### config.mk
export PLATFORM = sky130hd
export DESIGN_NAME = adder_share_arbiter_flat
export DESIGN_NICKNAME = d
export VERILOG_FILES = /design/src/rtl/adder_share_arbiter_pkg.sv /design/src/rtl/adder_share_arbiter_if.sv /design/src/rtl/adder_share_arbiter_rr_pick.sv /design/src/rtl/adder_share_arbiter.sv /design/src/flat_wrapper.sv
export SDC_FILE = /design/constraint.sdc
export NUM_CORES = 1
export LEC_CHECK = 0
export CORE_ASPECT_RATIO = 1.25
export CORE_MARGIN = 1
export CORE_UTILIZATION = 38
export CTS_BUF_LIST = sky130_fd_sc_hd__clkbuf_16
export DETAILED_ROUTE_END_ITERATION = 6
export PLACE_DENSITY = 0.78
export SYNTH_ARGS = -nofsm -noshare
export SYNTH_HDL_FRONTEND = slang
export SYNTH_SLANG_ARGS = --single-unit
### constraint.sdc
create_clock -name clk -period 4.4 [get_ports clk]
set_clock_uncertainty 0.2 [all_clocks]
set_input_delay 0.66 -clock clk [delete_from_list [all_inputs] [get_ports clk]]
set_output_delay 0.66 -clock clk [all_outputs]
set_load 0.03 [all_outputs]
### src/rtl/adder_share_arbiter_pkg.sv
// Shared types and helpers for the adder-sharing arbiter.
package adder_share_pkg;

    localparam int unsigned CORE_W = 6;

    typedef enum logic {EMPTY, FULL} slot_e;

    typedef logic [CORE_W-1:0] word_t;

    // Registered core result held in the response slot.
    typedef struct packed {
        logic  co;
        word_t sum;
    } sum_t;

    function automatic int unsigned idw(input int unsigned n);
        return (n <= 2) ? 1 : $clog2(n);
    endfunction

endpackage

### src/rtl/adder_share_arbiter_if.sv
// Requester, adder-core and response signals of the adder-sharing arbiter.
interface adder_share_arbiter_if #(
    parameter int unsigned NREQ = 4
);
    import adder_share_pkg::*;

    localparam int unsigned IDW = idw(NREQ);

    logic [NREQ-1:0]        req_valid;
    logic [NREQ-1:0]        req_ready;
    logic [NREQ*CORE_W-1:0] req_x;
    logic [NREQ*CORE_W-1:0] req_y;
    word_t                  core_x;
    word_t                  core_y;
    word_t                  core_s;
    logic                   core_co;
    logic                   rsp_valid;
    logic                   rsp_ready;
    logic [IDW-1:0]         rsp_id;
    word_t                  rsp_sum;
    logic                   rsp_co;

    modport slave (
        input  req_valid, req_x, req_y, core_s, core_co, rsp_ready,
        output req_ready, core_x, core_y, rsp_valid, rsp_id, rsp_sum, rsp_co
    );

    modport master (
        output req_valid, req_x, req_y, core_s, core_co, rsp_ready,
        input  req_ready, core_x, core_y, rsp_valid, rsp_id, rsp_sum, rsp_co
    );

endinterface

### src/rtl/adder_share_arbiter_rr_pick.sv
// Round-robin picker: first set request scanning from ptr upward, wrapping mod N.
module rr_pick
    import adder_share_pkg::*;
#(
    parameter  int unsigned N  = 4,
    localparam int unsigned IW = idw(N)
) (
    input  logic [N-1:0]  req,
    input  logic [IW-1:0] ptr,
    output logic [N-1:0]  gnt,
    output logic [IW-1:0] gnt_idx,
    output logic          any
);

    int unsigned idx;

    always_comb begin
        gnt     = '0;
        gnt_idx = '0;
        any     = 1'b0;
        idx     = 0;
        for (int unsigned k = 0; k < N; k++) begin
            idx = 32'(ptr) + k;
            if (idx >= N) idx = idx - N;
            if (!any && req[idx]) begin
                any      = 1'b1;
                gnt_idx  = IW'(idx);
                gnt[idx] = 1'b1;
            end
        end
    end

endmodule

### src/rtl/adder_share_arbiter.sv
// Arbitrates NREQ requesters onto one external 6-bit adder core with a one-deep response slot.
// Build option ADDER_SHARE_PRIO0_EN: requester 0 gets fixed absolute priority.
module adder_share_arbiter
    import adder_share_pkg::*;
#(
    parameter int unsigned NREQ = 4
) (
    input logic                 clk,
    input logic                 rst_n,
    adder_share_arbiter_if.slave bus
);

    localparam int unsigned IDW = idw(NREQ);

    slot_e          state_q, state_d;
    sum_t           rsp_q, rsp_d;
    logic [IDW-1:0] rsp_id_q, rsp_id_d;
    logic [IDW-1:0] rr_ptr_q, rr_ptr_d;

    logic [NREQ-1:0] pick_req;
    logic [NREQ-1:0] pick_gnt;
    logic [IDW-1:0]  pick_idx;
    logic            pick_any;

    logic [NREQ-1:0] win_gnt;
    logic [IDW-1:0]  win_idx;
    logic            win_any;
    logic            win_rr;
    logic            can_accept;
    logic            hs;

`ifdef ADDER_SHARE_PRIO0_EN
    assign pick_req = bus.req_valid & ~NREQ'(1);
`else
    assign pick_req = bus.req_valid;
`endif

    rr_pick #(.N(NREQ)) u_pick (
        .req     (pick_req),
        .ptr     (rr_ptr_q),
        .gnt     (pick_gnt),
        .gnt_idx (pick_idx),
        .any     (pick_any)
    );

    // Winner selection, handshake and operand mux toward the core.
    always_comb begin
        win_gnt = pick_gnt;
        win_idx = pick_idx;
        win_any = pick_any;
        win_rr  = pick_any;
`ifdef ADDER_SHARE_PRIO0_EN
        if (bus.req_valid[0]) begin
            win_gnt = NREQ'(1);
            win_idx = '0;
            win_any = 1'b1;
            win_rr  = 1'b0;
        end
`endif
        can_accept    = (state_q == EMPTY) || bus.rsp_ready;
        hs            = win_any && can_accept && rst_n;
        bus.req_ready = hs ? win_gnt : '0;
        bus.core_x    = '0;
        bus.core_y    = '0;
        for (int i = 0; i < int'(NREQ); i++) begin
            if (hs && (int'(win_idx) == i)) begin
                bus.core_x = bus.req_x[i*CORE_W +: CORE_W];
                bus.core_y = bus.req_y[i*CORE_W +: CORE_W];
            end
        end
    end

    // Slot FSM next state, response capture and pointer advance.
    always_comb begin
        state_d  = state_q;
        rsp_d    = rsp_q;
        rsp_id_d = rsp_id_q;
        rr_ptr_d = rr_ptr_q;
        if (hs) begin
            state_d  = FULL;
            rsp_d    = '{co: bus.core_co, sum: bus.core_s};
            rsp_id_d = win_idx;
            if (win_rr) begin
                rr_ptr_d = (32'(win_idx) == NREQ - 1) ? '0 : win_idx + IDW'(1);
            end
        end else if ((state_q == FULL) && bus.rsp_ready) begin
            state_d = EMPTY;
        end
    end

    always_ff @(posedge clk or negedge rst_n) begin
        if (!rst_n) begin
            state_q  <= EMPTY;
            rsp_q    <= '0;
            rsp_id_q <= '0;
            rr_ptr_q <= '0;
        end else begin
            state_q  <= state_d;
            rsp_q    <= rsp_d;
            rsp_id_q <= rsp_id_d;
            rr_ptr_q <= rr_ptr_d;
        end
    end

    assign bus.rsp_valid = (state_q == FULL);
    assign bus.rsp_id    = rsp_id_q;
    assign bus.rsp_sum   = rsp_q.sum;
    assign bus.rsp_co    = rsp_q.co;

endmodule

### src/flat_wrapper.sv
// flat-port wrapper written by rule: the top's interface ports become plain ports
module adder_share_arbiter_flat import adder_share_pkg::*;
#(
    parameter int unsigned NREQ = 4
)
  (clk, rst_n, bus_req_valid, bus_req_x, bus_req_y, bus_core_s, bus_core_co, bus_rsp_ready, bus_req_ready, bus_core_x, bus_core_y, bus_rsp_valid, bus_rsp_id, bus_rsp_sum, bus_rsp_co);
  adder_share_arbiter_if #(.NREQ(NREQ)) bus_i ();
  input logic clk;
  input logic rst_n;
  input wire logic [$bits(bus_i.req_valid)-1:0] bus_req_valid;
  input wire logic [$bits(bus_i.req_x)-1:0] bus_req_x;
  input wire logic [$bits(bus_i.req_y)-1:0] bus_req_y;
  input wire logic [$bits(bus_i.core_s)-1:0] bus_core_s;
  input wire logic [$bits(bus_i.core_co)-1:0] bus_core_co;
  input wire logic [$bits(bus_i.rsp_ready)-1:0] bus_rsp_ready;
  output wire logic [$bits(bus_i.req_ready)-1:0] bus_req_ready;
  output wire logic [$bits(bus_i.core_x)-1:0] bus_core_x;
  output wire logic [$bits(bus_i.core_y)-1:0] bus_core_y;
  output wire logic [$bits(bus_i.rsp_valid)-1:0] bus_rsp_valid;
  output wire logic [$bits(bus_i.rsp_id)-1:0] bus_rsp_id;
  output wire logic [$bits(bus_i.rsp_sum)-1:0] bus_rsp_sum;
  output wire logic [$bits(bus_i.rsp_co)-1:0] bus_rsp_co;
  assign bus_i.req_valid = bus_req_valid;
  assign bus_i.req_x = bus_req_x;
  assign bus_i.req_y = bus_req_y;
  assign bus_i.core_s = bus_core_s;
  assign bus_i.core_co = bus_core_co;
  assign bus_i.rsp_ready = bus_rsp_ready;
  assign bus_req_ready = bus_i.req_ready;
  assign bus_core_x = bus_i.core_x;
  assign bus_core_y = bus_i.core_y;
  assign bus_rsp_valid = bus_i.rsp_valid;
  assign bus_rsp_id = bus_i.rsp_id;
  assign bus_rsp_sum = bus_i.rsp_sum;
  assign bus_rsp_co = bus_i.rsp_co;
  adder_share_arbiter #(.NREQ(NREQ)) u_core (.clk(clk), .rst_n(rst_n), .bus(bus_i));
endmodule
# --- After elaboration in Yosys (flattened, before gate mapping) ---
# Index checks and enable logic that the tools add are counted.
op_classes:
  addsub: 8
  n_lt_le_gt_ge: 12
  n_eq_ne: 4
  muxes: 44
  bitwise: 4
  n_reduce_logical: 21
op_table:
  columns: ["cell", "n"]
  rows:
  - ["32-bit by 1-bit >= comparator with 1-bit output (second input constant)", 4]
  - ["32-bit by 3-bit less-than comparator with 1-bit output (second input constant)", 4]
  - ["32-bit two-way mux", 4]
  - ["6-bit two-way mux", 8]
  - ["4-bit two-way mux", 5]
  - ["1-bit logical AND", 14]
  - ["1-bit two-way mux", 14]
  - ["4-bit OR", 3]
  - ["3-bit by 3-bit subtractor with 4-bit output (second input constant)", 3]
  - ["2-bit two-way mux", 5]
  - ["3-bit >= comparator (second input constant)", 3]
  - ["1-bit binary-select mux with 2-bit select", 4]
  - ["1-bit demux with 2-bit select", 4]
  - ["2-bit by 2-bit adder with 3-bit output (second input constant)", 2]
  - ["2-bit == test (second input constant)", 3]
  - ["2-bit by 3-bit subtractor with 4-bit output (second input constant)", 1]
  - ["2-bit by 1-bit adder with 3-bit output (second input constant)", 1]
  - ["2-bit by 3-bit >= comparator with 1-bit output (second input constant)", 1]
  - ["1-bit zero test", 3]
  - ["2-bit by 1-bit adder with 2-bit output (second input constant)", 1]
  - ["2-bit by 1-bit == test with 1-bit output (second input constant)", 1]
  - ["2-bit zero test", 1]
  - ["2-bit AND reduction", 1]
  - ["2-bit nonzero test", 1]
  - ["2 further kinds", 2]
word_totals:
  reg_bits: 12
  input_bits: 62
  output_inout_bits: 26
  elab_cells: 98

# --- Depth between registers and ports, before layout ---
depth:
  word_depth: 21
  ltp_mapped: 14
  mapped_depth_nobuf: 11

# --- Cells and area by module ---
# From an unflattened synthesis, not the netlist that was laid out.
unflattened:
  cells_unflattened: 150
  hier_area_um2: 1562.7
modules_own_cells:
  columns: ["mod", "instances", "cells_each", "area_each_um2"]
  rows:
  - ["adder_share_arbiter", 1, 102, 1103.6]
  - ["rr_pick", 1, 48, 459.2]

# --- Least setup slack after synthesis ---
# Ideal clock, no wire load.
synth_timing:
  path_kind: "register to output"
  startpoint: "register u_core.rr_ptr_q[0]"
  endpoint: "output port bus_core_x[0]"
  t_arrival_ns: 3.365
  setup_slack_ns: 0.175
  path_stages_with_launch: 15
  cell_sequence: "dfrtp_1 -> buf_6 -> inv_1 -> ha_1 -> mux4_2 -> nor2b_1 -> o21ai_1 -> o21ai_2 -> buf_4 -> inv_1 -> ha_1 -> buf_1 -> nand3_1 -> mux2i_1 -> mux2_2"
synth_between:
  elab_chain_cells: 21
synth_lines:
  columns: ["item", "line", "source"]
  rows:
  - ["start: declaration", "adder_share_arbiter.sv:18", "logic [IDW-1:0] rr_ptr_q, rr_ptr_d;"]
  - ["start signal: assignment", "adder_share_arbiter.sv:101", "rr_ptr_q <= rr_ptr_d;"]
  - ["branches (longest 20 deep; another with 3-bit by 3-bit subtractor with 4-bit output)", null, null]
  - ["6-bit two-way mux (*)", "adder_share_arbiter.sv:66", "if (hs && (int'(win_idx) == i)) begin"]
  - ["end: declaration", "flat_wrapper.sv:17", "output wire logic [$bits(bus_i.core_x)-1:0] bus_core_x;"]
# Mark *: on every way between the ends. The select of a mux whose other input is x is not followed.

# --- Worst setup path after layout ---
layout_timing:
  startpoint: "input port bus_req_valid[2]"
  endpoint: "output port bus_core_x[1]"
layout_between:
  elab_chain_cells: 19
layout_lines:
  columns: ["item", "line", "source"]
  rows:
  - ["start: declaration", "flat_wrapper.sv:10", "input wire logic [$bits(bus_i.req_valid)-1:0] bus_req_valid;"]
  - ["1-bit binary-select mux with 2-bit select", "adder_share_arbiter_rr_pick.sv:25", "if (!any && req[idx]) begin"]
  - ["1-bit two-way mux (not written as such)", "adder_share_arbiter_rr_pick.sv:25", null]
  - ["1-bit two-way mux", "adder_share_arbiter_rr_pick.sv:25", null]
  - ["1-bit zero test", "adder_share_arbiter_rr_pick.sv:25", null]
  - ["1-bit logical AND", "adder_share_arbiter_rr_pick.sv:25", null]
  - ["1-bit two-way mux", "adder_share_arbiter_rr_pick.sv:25", null]
  - ["1-bit zero test", "adder_share_arbiter_rr_pick.sv:25", null]
  - ["1-bit logical AND", "adder_share_arbiter_rr_pick.sv:25", null]
  - ["1-bit two-way mux", "adder_share_arbiter_rr_pick.sv:25", null]
  - ["1-bit zero test", "adder_share_arbiter_rr_pick.sv:25", null]
  - ["1-bit logical AND", "adder_share_arbiter_rr_pick.sv:25", null]
  - ["1-bit two-way mux", "adder_share_arbiter_rr_pick.sv:25", null]
  - ["1-bit logical AND (2 in series)", "adder_share_arbiter.sv:61", "hs = win_any && can_accept && rst_n;"]
  - ["1-bit logical AND", "adder_share_arbiter.sv:66", null]
  - ["6-bit two-way mux (3 in series)", "adder_share_arbiter.sv:66", null]
  - ["6-bit two-way mux (*)", "adder_share_arbiter.sv:66", null]
# Every way passes the cells marked *; elsewhere a longest branch is shown, timed or not. The select of a mux whose other input is x is not followed.

==> qor.csv <==
metric,value,unit
relative slew slack,73.5,%
Initial DRT Pass Iterations,6,
Post-Synth Simple-Gate Area,21.8,%
final WL,4070,µm
main combinational cell family by area after synthesis,multiplexers,
most frequent cells in the layout,"clkdlybuf4s50_1 (75), nand2_1 (38), mux2_2 (25)",
"delay-heaviest family, CP",multiplexers,
final hold violation count,0,
# hold bufs at CTS,0,
Worst Path Max Fanout,12,
LEAKAGE,1.04,nW
compound-gate portion of the synthesized area,9.46,%
DR WL/cell,13.8,µm
peak supply drop,406,µV
Max Slew Vio Count,0,
I/O pin cnt,88,
"commonest non-fill, non-tap cell in the layout",clkdlybuf4s50_1,
critical path cell sequence,clkdlybuf4s50_1 -> mux4_2 -> nor2b_1 -> o21ai_1 -> a32o_1 -> ha_2 -> nand3_1 -> mux2i_1 -> mux2_2 -> buf_4,
DRC,4,
initial antenna violation count,0,
vias,1541,
Crit. End Element,output pin,
Cell Pwr Density,731,nW/µm²
HP Class,register to register,
Worst EP required,3.54,ns
synthesized cell area,1460,µm²
sequential area share after synthesis,20.6,%
clock sinks,12,
pin count of the biggest net entering global routing,36,
failing checks,design-rule violations,
placed cell area,2340,µm²
status,finished with violations,
starting DRC count in detailed routing,48,
Mapped Nets,233,
endpoints failing setup,0,
Nets,324,
number of I/O port buffers,87,
slowest CP cell,mux4_2,
"Distinct cells, synth",32,
mux share of post-synthesis cell area,36.5,%
CP arrival,3.42,ns
Synth warnings,0,
first-pass GRT wire length,6550,µm
RSZ-0062 raised after global routing,false,
RR Startpoint,u_core.rr_ptr_q[1],
clock latency on the worst-skew pair,0.23,ns
detailed placement HPWL,3170,µm
clock tree buffer depth,2,
Crit Path Category,input port to output pin,
HP Start,u_core.bus.rsp_sum[5],
GR Overflow Total,0,
Inserted Clock Buffers,3,
Placer Congestion,0.838,
Non-Filler Instances,295,
vias per cell,5.22,
xor-xnor portion of the synthesized cell area,0,%
Starting Density,40.7,%
Max Clock Freq,0.234,GHz
Routed Antenna Nets,0,
setup TNS,0,ns
Max Cap Viol,0,
clk slew on worst S/H paths,0.04,ns
Yosys reg bits,12,
Synth Area in Adders,4.30,%
ANT cells,0,
CP max stage delay,0.62,ns
Startpoint Class,input port,
row count,24,
CTS Root Cell,clkbuf_16,
worst slew pin tran,0.396,ns
Final Instance Area,2420,µm²
CP startpoint,bus_req_valid[2],
"Area growth, synth to finish",66.5,%
postcts setup bufs,0,
Cells after Synth,166,
gr usage total,19.8,%
min Tclk post-route,4.28,ns
H-tree depth,1,
CTS tree,yes,
CORE AREA,3570,µm²
Pwr Total,0.00177,W
Avg Inst Size Synth,8.77,µm²
share of cells above drive strength 1,23.0,%
Hold WS,0.271,ns
vias in the first global route,1477,
Die Ht,71.2,µm
full die area,4080,µm²
sum of buffers and inverters on the critical path,2,
Placed Instances,291,
period utilisation layout,97.3,%
die width,57.4,µm
==> worst reg2reg max path, delay by kind of cell, from the launching register on <==
| family | cells | cell delay, ns |
|---|---|---|
| compound gates | 1 | 0.10 |
| fa+ha+maj | 1 | 0.35 |
| buf+inv | 2 | 0.31 |
| flops | 1 | 0.33 |
| mux | 1 | 0.62 |
| simple gates | 2 | 0.81 |
==> path summary, 6_finish.rpt <==
kind	endpoint	slack [ns]	cells past startpoint
min in group asynchronous	u_core.bus.rsp_sum[5]	0.55	2
hold / removal	u_core.bus.rsp_sum[5]	0.27	2
hold reg to reg	u_core.bus.rsp_sum[5]	0.27	2
max in group asynchronous	u_core.bus.rsp_co	3.30	2
setup / recovery	bus_core_x[1]	0.12	10
setup reg to reg	u_core.rr_ptr_q[0]	1.57	7
==> layout make-up <==
cell class                 instances  area [µm²]
fill                             308        1150
clock inverter                     1        3.75
clock buffer                       3        75.1
multi-input combinational        139        1050
timing repair buffer              97         928
sequential                        12         300
inverter                           4        15.0
tap                               39        48.8
==> per-stage QoR <==
stage / setup WS, ns / utilization (%)
2_1_floorplan: 0.175 / -
3_3_place_gp: 0.106 / 65.5
3_5_place_dp: 0.00773 / 65.5
4_1_cts: 0.122 / 67.8
5_1_grt: 0.000859 / 67.8
6_report: 0.118 / 67.8
==> Yosys cell counts <==
master,n,area (µm²)
ha_1,5,62.6
nor2_1,11,41.3
or4_4,1,11.3
a32o_1,1,10.0
o21ai_0,3,15.0
a21o_1,1,7.51
o21ai_2,1,8.76
clkbuf_1,1,3.75
a221oi_1,4,35.0
buf_1,1,3.75
o31ai_1,1,7.51
inv_1,4,15.0
and2_1,1,6.26
nand2_1,38,143
buf_6,5,56.3
nor2b_1,2,12.5
nand3b_1,1,7.51
o32ai_1,1,8.76
nand2b_1,1,6.26
and2_4,1,8.76
nor2_4,1,11.3
o21ai_1,2,10.0
dfrtp_1,12,300
mux2_2,25,282
mux2i_1,16,160
nand3_1,12,60.1
buf_4,3,22.5
a21oi_1,1,5.00
a22oi_1,4,30.0
nor4b_1,1,8.76
buf_2,1,5.00
mux4_2,4,90.1
==> power breakdown <==
group	switching (W)	internal, W
clock network	0.0000439	0.000119
logic	0.000764	0.000668
registers	0.0000208	0.000155
total	0.000829	0.000942
==> state kept, by name, indices dropped and copies added, names as in the netlist <==
register / flops
u_core.bus.rsp_id: 2
u_core.bus.rsp_co: 1
u_core.bus.rsp_valid: 1
u_core.rr_ptr_q: 2
u_core.bus.rsp_sum: 6
==> metal layers <==
layer,share of wire (%),GRT usage (%),routed length (µm),vias up
met1,41,24.2,1680,723
met3,2.8,2.19,114,4
li1,-,-,-,777
met5,0,0,0,-
met2,55,36.6,2230,37
met4,1.1,4.61,44,0
==> repair_timing <==
item                                    CTS  global route
endpoints found under the setup margin    1            12
resized for setup                         1             0
pin swaps                                 0             1
==> cells by family after synthesis <==
group | Yosys count
AOI/OAI and AO/OA | 19
adders and majority gates | 5
buffers and inverters | 15
DFF | 12
muxes | 45
and+or+nand+nor | 70
No activity file was read; power rests on OpenSTA's default activity.
